<file path="src/rtl/load_store_unit.sv">
// Load/store unit: turns one execute-stage access into a single memory
// transaction with alignment checks, lane steering, sign extension and timeout.
module load_store_unit #(
  parameter int MEM_TIMEOUT = 255
) (
  input  logic        clk,
  input  logic        rst_n,
  input  logic        req_valid,
  output logic        req_ready,
  input  logic [1:0]  mren,
  input  logic [1:0]  mwen,
  input  logic [31:0] addr,
  input  logic [31:0] wdata,
  output logic        resp_valid,
  output logic [31:0] resp_rdata,
  output logic        resp_err,
  output logic        mem_req_valid,
  input  logic        mem_req_ready,
  output logic [31:0] mem_addr,
  output logic        mem_wen,
  output logic [31:0] mem_wdata,
  output logic [3:0]  mem_wstrb,
  input  logic        mem_rvalid,
  input  logic [31:0] mem_rdata
);

  // state | meaning
  // IDLE  | ready for a new access
  // REQ   | memory request presented, waiting for mem_req_ready
  // WAIT  | read issued, waiting for mem_rvalid
  // RESP  | one-cycle completion pulse
  typedef enum logic [1:0] {IDLE, REQ, WAIT, RESP} state_t;

  localparam logic [9:0] CNT_LAST = 10'(MEM_TIMEOUT - 1);

  state_t      state_q, state_d;
  logic [9:0]  cnt_q, cnt_d;
  logic [1:0]  size_q, size_d;
  logic [1:0]  lane_q, lane_d;
  logic [31:0] mem_addr_q, mem_addr_d;
  logic        mem_wen_q, mem_wen_d;
  logic [31:0] mem_wdata_q, mem_wdata_d;
  logic [3:0]  mem_wstrb_q, mem_wstrb_d;
  logic [31:0] rdata_q, rdata_d;
  logic        err_q, err_d;

  logic [1:0]  acc_size;
  logic        misaligned;
  logic        timeout;
  logic [7:0]  rd_byte;
  logic [15:0] rd_half;
  logic [31:0] rd_ext;

  assign acc_size   = (mren != 2'b00) ? mren : mwen;
  assign misaligned = ((acc_size == 2'b10) && addr[0]) ||
                      ((acc_size == 2'b11) && (addr[1:0] != 2'b00));
  assign timeout    = (cnt_q == CNT_LAST);

  assign rd_byte = mem_rdata[{lane_q, 3'b000} +: 8];
  assign rd_half = lane_q[1] ? mem_rdata[31:16] : mem_rdata[15:0];

  always_comb begin
    rd_ext = mem_rdata;
    case (size_q)
      2'b01:   rd_ext = {{24{rd_byte[7]}}, rd_byte};
      2'b10:   rd_ext = {{16{rd_half[15]}}, rd_half};
      default: rd_ext = mem_rdata;
    endcase
  end

  always_comb begin
    state_d     = state_q;
    cnt_d       = cnt_q;
    size_d      = size_q;
    lane_d      = lane_q;
    mem_addr_d  = mem_addr_q;
    mem_wen_d   = mem_wen_q;
    mem_wdata_d = mem_wdata_q;
    mem_wstrb_d = mem_wstrb_q;
    rdata_d     = rdata_q;
    err_d       = err_q;
    case (state_q)
      IDLE: begin
        if (req_valid) begin
          rdata_d = 32'h0;
          if (mren == 2'b00 && mwen == 2'b00) begin
            state_d = RESP;
            err_d   = 1'b0;
          end else if ((mren != 2'b00 && mwen != 2'b00) || misaligned) begin
            state_d = RESP;
            err_d   = 1'b1;
          end else begin
            state_d    = REQ;
            cnt_d      = 10'd0;
            size_d     = acc_size;
            lane_d     = addr[1:0];
            mem_addr_d = {addr[31:2], 2'b00};
            mem_wen_d  = (mwen != 2'b00);
            mem_wstrb_d = 4'b0000;
            mem_wdata_d = 32'h0;
            if (mwen != 2'b00) begin
              case (mwen)
                2'b01: begin
                  mem_wstrb_d = 4'b0001 << addr[1:0];
                  mem_wdata_d = {4{wdata[7:0]}};
                end
                2'b10: begin
                  mem_wstrb_d = 4'b0011 << addr[1:0];
                  mem_wdata_d = {2{wdata[15:0]}};
                end
                default: begin
                  mem_wstrb_d = 4'b1111;
                  mem_wdata_d = wdata;
                end
              endcase
            end
          end
        end
      end
      REQ: begin
        cnt_d = cnt_q + 10'd1;
        // Timeout wins over a handshake landing in the same cycle.
        if (timeout) begin
          state_d = RESP;
          err_d   = 1'b1;
          rdata_d = 32'h0;
        end else if (mem_req_ready) begin
          if (mem_wen_q) begin
            state_d = RESP;
            err_d   = 1'b0;
            rdata_d = 32'h0;
          end else begin
            state_d = WAIT;
          end
        end
      end
      WAIT: begin
        cnt_d = cnt_q + 10'd1;
        if (timeout) begin
          state_d = RESP;
          err_d   = 1'b1;
          rdata_d = 32'h0;
        end else if (mem_rvalid) begin
          state_d = RESP;
          err_d   = 1'b0;
          rdata_d = rd_ext;
        end
      end
      RESP: begin
        state_d = IDLE;
        rdata_d = 32'h0;
        err_d   = 1'b0;
      end
      default: state_d = IDLE;
    endcase
  end

  always_ff @(posedge clk or negedge rst_n) begin
    if (!rst_n) begin
      state_q     <= IDLE;
      cnt_q       <= 10'd0;
      size_q      <= 2'b00;
      lane_q      <= 2'b00;
      mem_addr_q  <= 32'h0;
      mem_wen_q   <= 1'b0;
      mem_wdata_q <= 32'h0;
      mem_wstrb_q <= 4'b0000;
      rdata_q     <= 32'h0;
      err_q       <= 1'b0;
    end else begin
      state_q     <= state_d;
      cnt_q       <= cnt_d;
      size_q      <= size_d;
      lane_q      <= lane_d;
      mem_addr_q  <= mem_addr_d;
      mem_wen_q   <= mem_wen_d;
      mem_wdata_q <= mem_wdata_d;
      mem_wstrb_q <= mem_wstrb_d;
      rdata_q     <= rdata_d;
      err_q       <= err_d;
    end
  end

  assign req_ready     = (state_q == IDLE);
  assign resp_valid    = (state_q == RESP);
  assign mem_req_valid = (state_q == REQ);
  assign resp_rdata    = rdata_q;
  assign resp_err      = err_q;
  assign mem_addr      = mem_addr_q;
  assign mem_wen       = mem_wen_q;
  assign mem_wdata     = mem_wdata_q;
  assign mem_wstrb     = mem_wstrb_q;

endmodule

</file>
<file path="config.mk">
export PLATFORM = sky130hd
export DESIGN_NAME = load_store_unit
export DESIGN_NICKNAME = d
export VERILOG_FILES = /design/src/rtl/load_store_unit.sv
export SDC_FILE = /design/constraint.sdc
export NUM_CORES = 1
export LEC_CHECK = 0
export CAP_MARGIN = 20
export CORE_MARGIN = 2
export CORE_UTILIZATION = 33
export CTS_CLUSTER_SIZE = 12
export DETAILED_ROUTE_END_ITERATION = 8
export MAX_ROUTING_LAYER = met4
export PLACE_DENSITY = 0.68
export SYNTH_ARGS = -nofsm -noshare
export SYNTH_HDL_FRONTEND = slang
export SYNTH_SLANG_ARGS = --single-unit
</file>
<file path="constraint.sdc">
create_clock -name clk -period 6.4 [get_ports clk]
set_input_delay 1.28 -clock clk [delete_from_list [all_inputs] [get_ports clk]]
set_output_delay 1.28 -clock clk [all_outputs]
set_load 0.01 [all_outputs]
</file>
==> metrics, run 1 <==
result of the run=finished, final reports clean; max-capacitance violation count=0; sequential share of power=0.316; setup bufs post-CTS=0; Num CTS Buffers=17; switch share=0.365; area of the multi-input gates=roughly 2700 um^2; largest fanout of any net on the critical path=between 50 and 60; total leakage power=approximately 3.7 nW; Top Ports=210; CTS HTree Levels=4; number of vias per cell after detailed routing=5.20; Pint=~2.6 mW; worst reg-to-reg path cell count=5; effective utilization at floorplan=0.337; number of vias in the routed layout=between 5000 and 6000; clock sink total=116; hold_buf cts=0; aggregate routed wire length=17.2 mm; grt ovf=0; vertical die dimension=approximately 140 um; maximum number of pins on one net before global-route repair=72; WP data arrival=~4.3 ns; Die Wd=~140 um; number of violations reported at the end of detailed-routing iteration 0=roughly 310; DPL Wire Length=approximately 13 mm; synthesized area=between 5000 and 6000 um^2; initial antenna violation count=0; crit path capture type=register; logic gate share of total power=0.461; CTS tree=done; cell type with the largest total area after synthesis=dfrtp_1; Die ar.=between 15000 and 20000 um^2; biggest area contributors in the synthesized netlist=dfrtp_1 (50%), mux2_2 (7.9%), nand2_1 (4.7%); filler cell count in the final layout=approximately 1500; Hold/Removal Path Class=reg2reg; share of flip-flops with an asynchronous set or reset=1.00; Place WS=1.95 ns; clock-pin transition on the worst setup and hold timing paths=~0.060 ns; post-route DRC violation count=0; Post-Syn Area per Cell=between 10 and 15 um^2; global-route wire length before repair=between 20 and 30 mm; yosys warns=0; most common flop cell mapped by yosys=dfrtp_1; most frequent cells after synthesis=dfrtp_1 (116), nand2_1 (73), o21ai_0 (46); CTS-repair resized insts=0; category of the worst setup path launch point=primary input; number of buffer cells added on primary ports=just over 200; antenna fix cells=0; critical path required time=~6.7 ns; Wirelength per Cell=17.5 um; crit path time final=~4.0 ns; synthesized flop and latch total=116; worst skew pair latency=0.42 ns; number of distinct library cell variants in the gate-level netlist after synthesis=between 50 and 60; Min-Delay Path Depth=2; achievable frequency=~0.25 GHz; final-report setup violation count=0; unrepaired setup endpoints after global routing=false; site row count=48; GRT Resource Usage Total=0.188; slew at the pin closest to its max-slew limit=about 1.1 ns; sequential area share after synthesis=0.498; nets@finish=about 860; antenna-violating nets left=0; top cell type's share of synthesized area=0.498; sequential cell area in the final layout=a little under 3000 um^2; Rel. slew slack=0.297; setup TNS=0 ns; sw power=roughly 1.5 mW; Peak VDD IR=between 0.2 and 0.25 mV; worst clock skew=around 0.012 ns; GPL Wtd Cong=just over 0.9; category of the most critical setup path=in2reg; layout cells sized above 1=0.123; slack of the critical path=about 2.4 ns; Post-synth EDFFs=0; number of global-route vias before repair=about 5200; Clk pwr share=0.223; dominant cell by count in the synthesized netlist=dfrtp_1; Max Buffers Root-to-Sink=2; number of instances in the synthesized netlist=around 550; Pwr per Cell Area=477 nW/um^2; number of iterations in the first detailed-routing pass=5; Core Area=17300 um^2; Worst Hold Margin=around 0.47 ns; root buffer selected by CTS=clkbuf_16; max-slew violation total from the final report=0; part of the cycle the worst path needs=0.623; area overhead of the layout relative to synthesis=47.3%; Hold Fails Final Rpt=0
==> stage by stage <==
| step | std cells | power [mW] | utilization | area, um^2 |
|---|---|---|---|---|
| 6_report | 979 | 4.09 | 0.496 | 8590 |
| 5_1_grt | 979 | 4.36 | 0.496 | 8590 |
| 4_1_cts | 978 | 4.12 | 0.495 | 8560 |
| 3_5_place_dp | 946 | 3.19 | 0.462 | 7990 |
| 3_3_place_gp | 946 | 3.12 | 0.462 | 7990 |
| 2_1_floorplan | 553 | 2.26 | - | 5830 |
==> cells in the final DEF (no fill, tap or decap), types with 3 or more instances in the layout <==
cell	count
nand4_1	12
and4_1	4
nand2b_1	27
a31oi_1	9
inv_6	6
nor3b_1	6
a32oi_1	7
a22oi_1	8
clkbuf_16	17
nor2_1	6
a32o_1	8
buf_4	5
a221o_1	5
o21ai_0	46
o31ai_2	8
o21a_1	3
dfrtp_1	116
o31ai_1	4
ha_1	12
a21oi_1	16
inv_1	13
o2bb2ai_1	7
nor2b_1	13
clkdlybuf4s50_1	206
and3_1	7
a22o_1	24
mux2_2	41
clkinvlp_4	3
nand3_1	5
nand2_1	73
==> state kept, by name, indices dropped and copies added, names as in the netlist <==
name / count
mem_wstrb: 4
lane_q: 2
cnt_q: 10
resp_rdata: 32
state_q: 2
mem_addr: 30
mem_wdata: 32
resp_err: 1
mem_wen: 1
size_q: 2
==> layout make-up <==
| cell class | count | share of cell area |
|---|---|---|
| flip-flops and latches | 116 | 0.338 |
| multi-input cells | 381 | 0.309 |
| repair buffers | 212 | 0.248 |
| clock buffers | 17 | 0.0495 |
| well taps | 225 | 0.0328 |
| clock inverters | 15 | 0.0171 |
| inverters | 13 | 0.00568 |
==> power by group through the flow <==
stage | Combinational [mW] | Sequential, mW | Clock (mW)
finish | 1.89 | 1.29 | 0.914
global route | 2.05 | 1.33 | 0.976
CTS | 1.89 | 1.30 | 0.938
detailed placement | 1.88 | 1.30 | 0
global placement | 1.83 | 1.29 | 0
floorplan | 0.874 | 1.38 | 0
==> cell families after synthesis <==
logic type,count (synthesis),synth area share
simple gates,165,0.146
compound gates,160,0.199
flops,116,0.498
buf+inv,56,0.0487
mux,42,0.0809
fa+ha+maj,12,0.0258
other cells,1,0.000643
==> critical path: stages <==
cell and delay, ns:
clkdlybuf4s50_1 0.46, inv_1 0.11, ha_1 0.16, inv_1 0.15
a311oi_1 0.46, or3_4 0.63, buf_4 0.56, mux2_2 0.40
==> final timing paths <==
kind                                   start        endpoint  slack (ns)
worst max register to register     size_q[1]  resp_rdata[29]        3.63
worst min-delay path            mem_wdata[6]    mem_wdata[6]        0.47
worst min register to register  mem_wdata[6]    mem_wdata[6]        0.47
max in group asynchronous              rst_n   resp_rdata[9]        4.28
worst max-delay path                 mwen[0]    mem_addr[30]        2.41
min in group asynchronous              rst_n        resp_err        0.98
==> metal layers <==
layer / part of all wire / global-route usage
met4: 0.027 / 0.0796
met3: 0.070 / 0.0500
met2: 0.49 / 0.296
met5: 0 / -
met1: 0.42 / 0.228
No activity file was read; power rests on OpenSTA's default activity.
==> run 2, diff against run 1 <==
Settings changed: PLACE_DENSITY 0.68 to 0.7.
Clock period 6.4 ns to 3.3 ns, I/O delays scaled along.
==> metrics, run 2 (synthesized netlist as in run 1, its figures left out) <==
result of the run=finished, final reports clean; initial antenna violation count=0 (unchanged); Peak VDD IR=0.437 mV (+76%); leading cell types in the layout, fill and taps excluded=clkdlybuf4s50_1 (206), dfrtp_1 (116), nand2_1 (73); Die Wd=137 um (unchanged); clock sink total=116 (unchanged); crit path capture type=register; worst clock skew=0.0109 ns (-0.00129 ns); worst skew pair latency=0.41 ns (about the same); CTS HTree Levels=4 (unchanged); Top Ports=210 (unchanged); layout cells sized above 1=0.134 (+0.0102); Core Area=17300 um^2 (unchanged); CTS-repair resized insts=0 (unchanged); category of the worst setup path launch point=primary input; Hold Fails Final Rpt=0 (unchanged); slack of the critical path=0.668 ns (-1.74 ns); internal reg-to-reg setup slack=0.92 ns (-2.71 ns); Max Buffers Root-to-Sink=2 (unchanged); antenna fix cells=0 (unchanged); logic gate share of total power=0.458 (-0.003); Hold/Removal Path Class=in2async; area overhead of the layout relative to synthesis=48.9%; Buf+Inv Stages, Crit Path=3 (-1); vertical die dimension=137 um (unchanged); category of the most critical setup path=in2reg; setup bufs post-CTS=0 (unchanged); Place WS=0.204 ns (-1.74 ns); Die ar.=18700 um^2 (unchanged); number of global-route vias before repair=5000 (-3.9%); post-route DRC violation count=0 (unchanged); slew at the pin closest to its max-slew limit=0.763 ns (-0.291 ns); final std cells w/o fill=989 (+1.0%); Pwr per Cell Area=928 nW/um^2 (+95%); clock-pin transition on the worst setup and hold timing paths=0.06 ns (about the same); Rel. slew slack=0.488 (+0.191); maximum number of pins on one net before global-route repair=59 (-18%); Placed Instance Area=8070 um^2 (+1.0%); number of violations reported at the end of detailed-routing iteration 0=265 (-15%); global-route wire length before repair=26.5 mm (+0.58%); CTS tree=done; root buffer selected by CTS=clkbuf_16; endpoint of the worst-slack reg-to-reg timing path=mem_wdata[22]; unrepaired setup endpoints after global routing=false; worst reg-to-reg path cell count=6 (+1); library cell contributing the largest single delay on the critical path=or3_4; sw power=2.84 mW (+90%); critical path required time=3.58 ns (-3.12 ns); antenna-violating nets left=0 (unchanged); DPL Wire Length=12.3 mm (-2.5%); part of the cycle the worst path needs=0.798; setup TNS=0 ns (unchanged); critical register-to-register path startpoint=state_q[0]; sequential share of power=0.307 (-0.009); aggregate routed wire length=16.8 mm (-2.3%); family of cells with the greatest summed delay on the critical path=buffers and inverters; grt ovf=0 (unchanged); number of vias in the routed layout=5045 (-0.92%); Wirelength per Cell=16.9 um (-3.3%); max-slew violation total from the final report=0 (unchanged); GPL Wtd Cong=0.811 (-11%); crit path time final=around 2.6 ns; nets@finish=868 (+1.2%); maximum single-stage delay on the critical path=0.58 ns (-0.05 ns); achievable frequency=0.380 GHz; site row count=48 (unchanged); final-report setup violation count=0 (unchanged); effective utilization at floorplan=0.337 (unchanged); Num CTS Buffers=17 (unchanged); hold_buf cts=0 (unchanged); number of vias per cell after detailed routing=5.10 (-1.9%); post-route design area=8680 um^2 (+1.0%); commonest non-fill, non-tap cell in the layout=clkdlybuf4s50_1; Clk pwr share=0.235 (+0.012); filler cell count in the final layout=1609 (+4.3%); cell chain of the critical path=clkdlybuf4s50_1, inv_1, ha_1, o21bai_1, nand3_1, or3_4, buf_4, o21ai_0; Pint=5.21 mW (+100%); GRT Resource Usage Total=0.188 (about the same); total leakage power=3.71 nW (+1.3%); switch share=0.353 (-0.0117); number of iterations in the first detailed-routing pass=4 (-1); WP data arrival=2.91 ns (-1.38 ns); max-capacitance violation count=0 (unchanged); number of placed cells counting well taps=957 (+1.2%); number of buffer cells added on primary ports=207 (unchanged); largest fanout of any net on the critical path=58 (-1.7%)
run 2: changes by cell type in the layout (fill, tap and decap cells not counted), moves of 2 or more:
cell	delta
buf_4	+11
inv_6	-3
bufinv_16	+2
clkinv_4	+2
inv_8	-2
run 2: worst max path at each step:
stage / start / to / slack (ns) / cells after the start
detailed placement: mwen[0] / mem_wdata[11] / 0.20 / 8
CTS: mwen[0] / mem_wdata[11] / 0.65 / 8
global route: mwen[0] / mem_wdata[29] / 0.45 / 8
finish: mwen[0] / mem_wdata[11] / 0.67 / 8
global placement: mren[1] / mem_wdata[11] / 0.28 / 6
floorplan: mwen[0] / mem_addr[25] / 1.11 / 8
run 2: power groups by stage:
| stage | Combinational [mW] | Sequential [mW] | Clock [mW] |
|---|---|---|---|
| 6_report | 3.69 | 2.47 | 1.89 |
| 5_1_grt | 4.04 | 2.56 | 2.00 |
| 4_1_cts | 3.72 | 2.48 | 1.93 |
| 3_5_place_dp | 3.71 | 2.50 | 0 |
| 3_3_place_gp | 3.67 | 2.48 | 0 |
| 2_1_floorplan | 1.69 | 2.68 | 0 |
run 2: metrics by stage:
stage               hold slack (ns)  power, mW   util
floorplan                     0.364       4.38      -
global placement              0.457       6.15  0.467
detailed placement            0.462       6.21  0.467
CTS                           0.270       8.14  0.502
global route                  0.310       8.59  0.502
finish                        0.262       8.05  0.502
run 2: per-layer routing:
layer  vias to the layer above  GRT usage  routed length [um]
met5                         -          -                   0
met4                         0     0.0607                 253
met3                        23     0.0441                1030
met2                       171      0.285                7980
met1                      2439      0.249                7500
li1                       2412          -                   -
run 2: area by class of cell:
cell class / instances / area (um^2) / share of cell area
Inverter: 13 / 48.8 / 0.00562
Timing Repair Buffer: 222 / 2180 / 0.252
Clock buffer: 18 / 429 / 0.0495
Clock inverter: 14 / 178 / 0.0205
Sequential cell: 116 / 2900 / 0.335
Tap cell: 225 / 282 / 0.0324
Multi-Input combinational cell: 381 / 2650 / 0.306
==> run 3, diff against run 2 <==
Settings changed: PLACE_DENSITY 0.7 to 0.68.
Clock period 3.3 ns to 2.6 ns, I/O delays scaled along.
==> metrics, run 3 (synthesized netlist as in run 1, its figures left out) <==
result of the run=finished, final reports clean; post-route DRC violation count=0 (unchanged); number of iterations in the first detailed-routing pass=5 (+1); Hold/Removal Path Class=in2async; site row count=48 (unchanged); critical register-to-register path startpoint=state_q[0]; number of placed cells counting well taps=972 (+1.6%); CTS-repair resized insts=0 (unchanged); antenna-violating nets left=0 (unchanged); Peak VDD IR=0.526 mV (+20%); number of vias per cell after detailed routing=5.16 (+1.2%); clock-pin transition on the worst setup and hold timing paths=0.05 ns (about the same); filler cell count in the final layout=1552 (-3.5%); category of the most critical setup path=reg2out; vertical die dimension=137 um (unchanged); commonest non-fill, non-tap cell in the layout=clkdlybuf4s50_1; category of the worst setup path launch point=register; Hold Fails Final Rpt=0 (unchanged); post-route design area=8810 um^2 (+1.5%); worst setup path startpoint=state_q[1]; number of global-route vias before repair=5222 (+4.4%); final-report setup violation count=0 (unchanged); Die ar.=18700 um^2 (unchanged); final std cells w/o fill=1002 (+1.3%); effective utilization at floorplan=0.337 (unchanged); library cell contributing the largest single delay on the critical path=clkdlybuf4s50_1; maximum number of pins on one net before global-route repair=53 (-10%); DPL Wire Length=12.8 mm (+4.1%); layout cells sized above 1=0.149 (+0.0158); clock sink total=116 (unchanged); CTS tree=done; total leakage power=3.80 nW (+2.4%); CTS HTree Levels=4 (unchanged); achievable frequency=0.409 GHz; family of cells with the greatest summed delay on the critical path=buffers and inverters; antenna fix cells=0 (unchanged); worst clock skew=0.0139 ns (+0.00302 ns); max-slew violation total from the final report=0 (unchanged); Max Buffers Root-to-Sink=2 (unchanged); Top Ports=210 (unchanged); Num CTS Buffers=17 (unchanged); crit path time final=approximately 2.4 ns; unrepaired setup endpoints after global routing=false; maximum single-stage delay on the critical path=0.61 ns (+0.03 ns); nets@finish=883 (+1.7%); largest fanout of any net on the critical path=9 (-84%); setup TNS=0 ns (unchanged); Worst Hold Margin=0.120 ns (-0.142 ns); max-capacitance violation count=0 (unchanged); part of the cycle the worst path needs=0.940; number of buffer cells added on primary ports=207 (unchanged); root buffer selected by CTS=clkbuf_16; number of vias in the routed layout=5173 (+2.5%); leading cell types in the layout, fill and taps excluded=clkdlybuf4s50_1 (206), dfrtp_1 (116), nand2_1 (73); number of violations reported at the end of detailed-routing iteration 0=359 (+35%); Pwr per Cell Area=1160 nW/um^2 (+25%); initial antenna violation count=0 (unchanged); global-route wire length before repair=26.8 mm (+1.0%); WP data arrival=1.92 ns (-0.99 ns); Rel. slew slack=0.492 (+0.00334); Die Wd=137 um (unchanged); area overhead of the layout relative to synthesis=51.1%; hold_buf cts=0 (unchanged); Wirelength per Cell=17.2 um (+1.4%); Buf+Inv Stages, Crit Path=2 (-1); Placed Instance Area=8230 um^2 (+2.0%); cell chain of the critical path=inv_1, ha_1, clkdlybuf4s50_1; slew at the pin closest to its max-slew limit=0.758 ns (-0.00497 ns); critical path required time=2.08 ns (-1.50 ns); GPL Wtd Cong=0.871 (+7.4%); GRT Resource Usage Total=0.190 (+0.00198); setup bufs post-CTS=0 (unchanged); Tot Pwr=10.2 mW (+27%); grt ovf=0 (unchanged); worst skew pair latency=0.42 ns (about the same); Core Area=17300 um^2 (unchanged); crit path capture type=output pin; aggregate routed wire length=17.2 mm (+2.7%)
run 3: cell count changes in the layout (fill, tap and decap cells not counted), sizes merged:
| cell | change |
|---|---|
| buf | +15 |
| inv | -3 |
| clkbuf | +2 |
| bufinv | -1 |
| clkinv | +1 |
| clkinvlp | -1 |
run 3: layout make-up:
class                      instances  area, um^2  area share
clock inverter                    10         108      0.0122
timing repair buffer             237        2340       0.266
tap                              225         282      0.0320
clock buffer                      20         467      0.0530
inverter                          13        48.8     0.00554
sequential                       116        2900       0.330
multi-input combinational        381        2650       0.301
run 3: path summary, 6_finish.rpt:
check,slack [ns],depth (start not counted),end
setup / recovery,0.16,3,req_ready
hold reg to reg,0.46,2,mem_wdata[4]
setup reg to reg,0.33,7,resp_rdata[27]
min in group clk,0.46,2,mem_wdata[4]
max in group asynchronous,1.73,2,mem_wstrb[2]
hold / removal,0.12,1,cnt_q[8]
run 3: per-stage QoR:
| step | util | worst slack [ns] |
|---|---|---|
| floorplan | - | 0.549 |
| global placement | 0.476 | 0.0361 |
| detailed placement | 0.476 | -0.0258 |
| CTS | 0.509 | 0.141 |
| global route | 0.509 | 0.0567 |
| finish | 0.509 | 0.156 |
run 3: power by group:
part / internal (mW) / switching [mW]
clock network: 1.46 / 0.806
logic: 2.55 / 2.24
registers: 2.62 / 0.523
run 3: layer usage:
layer	wire length (um)	GRT usage
met1	7200	0.230
met2	8490	0.303
met3	1280	0.0496
met4	239	0.0762
met5	0	-
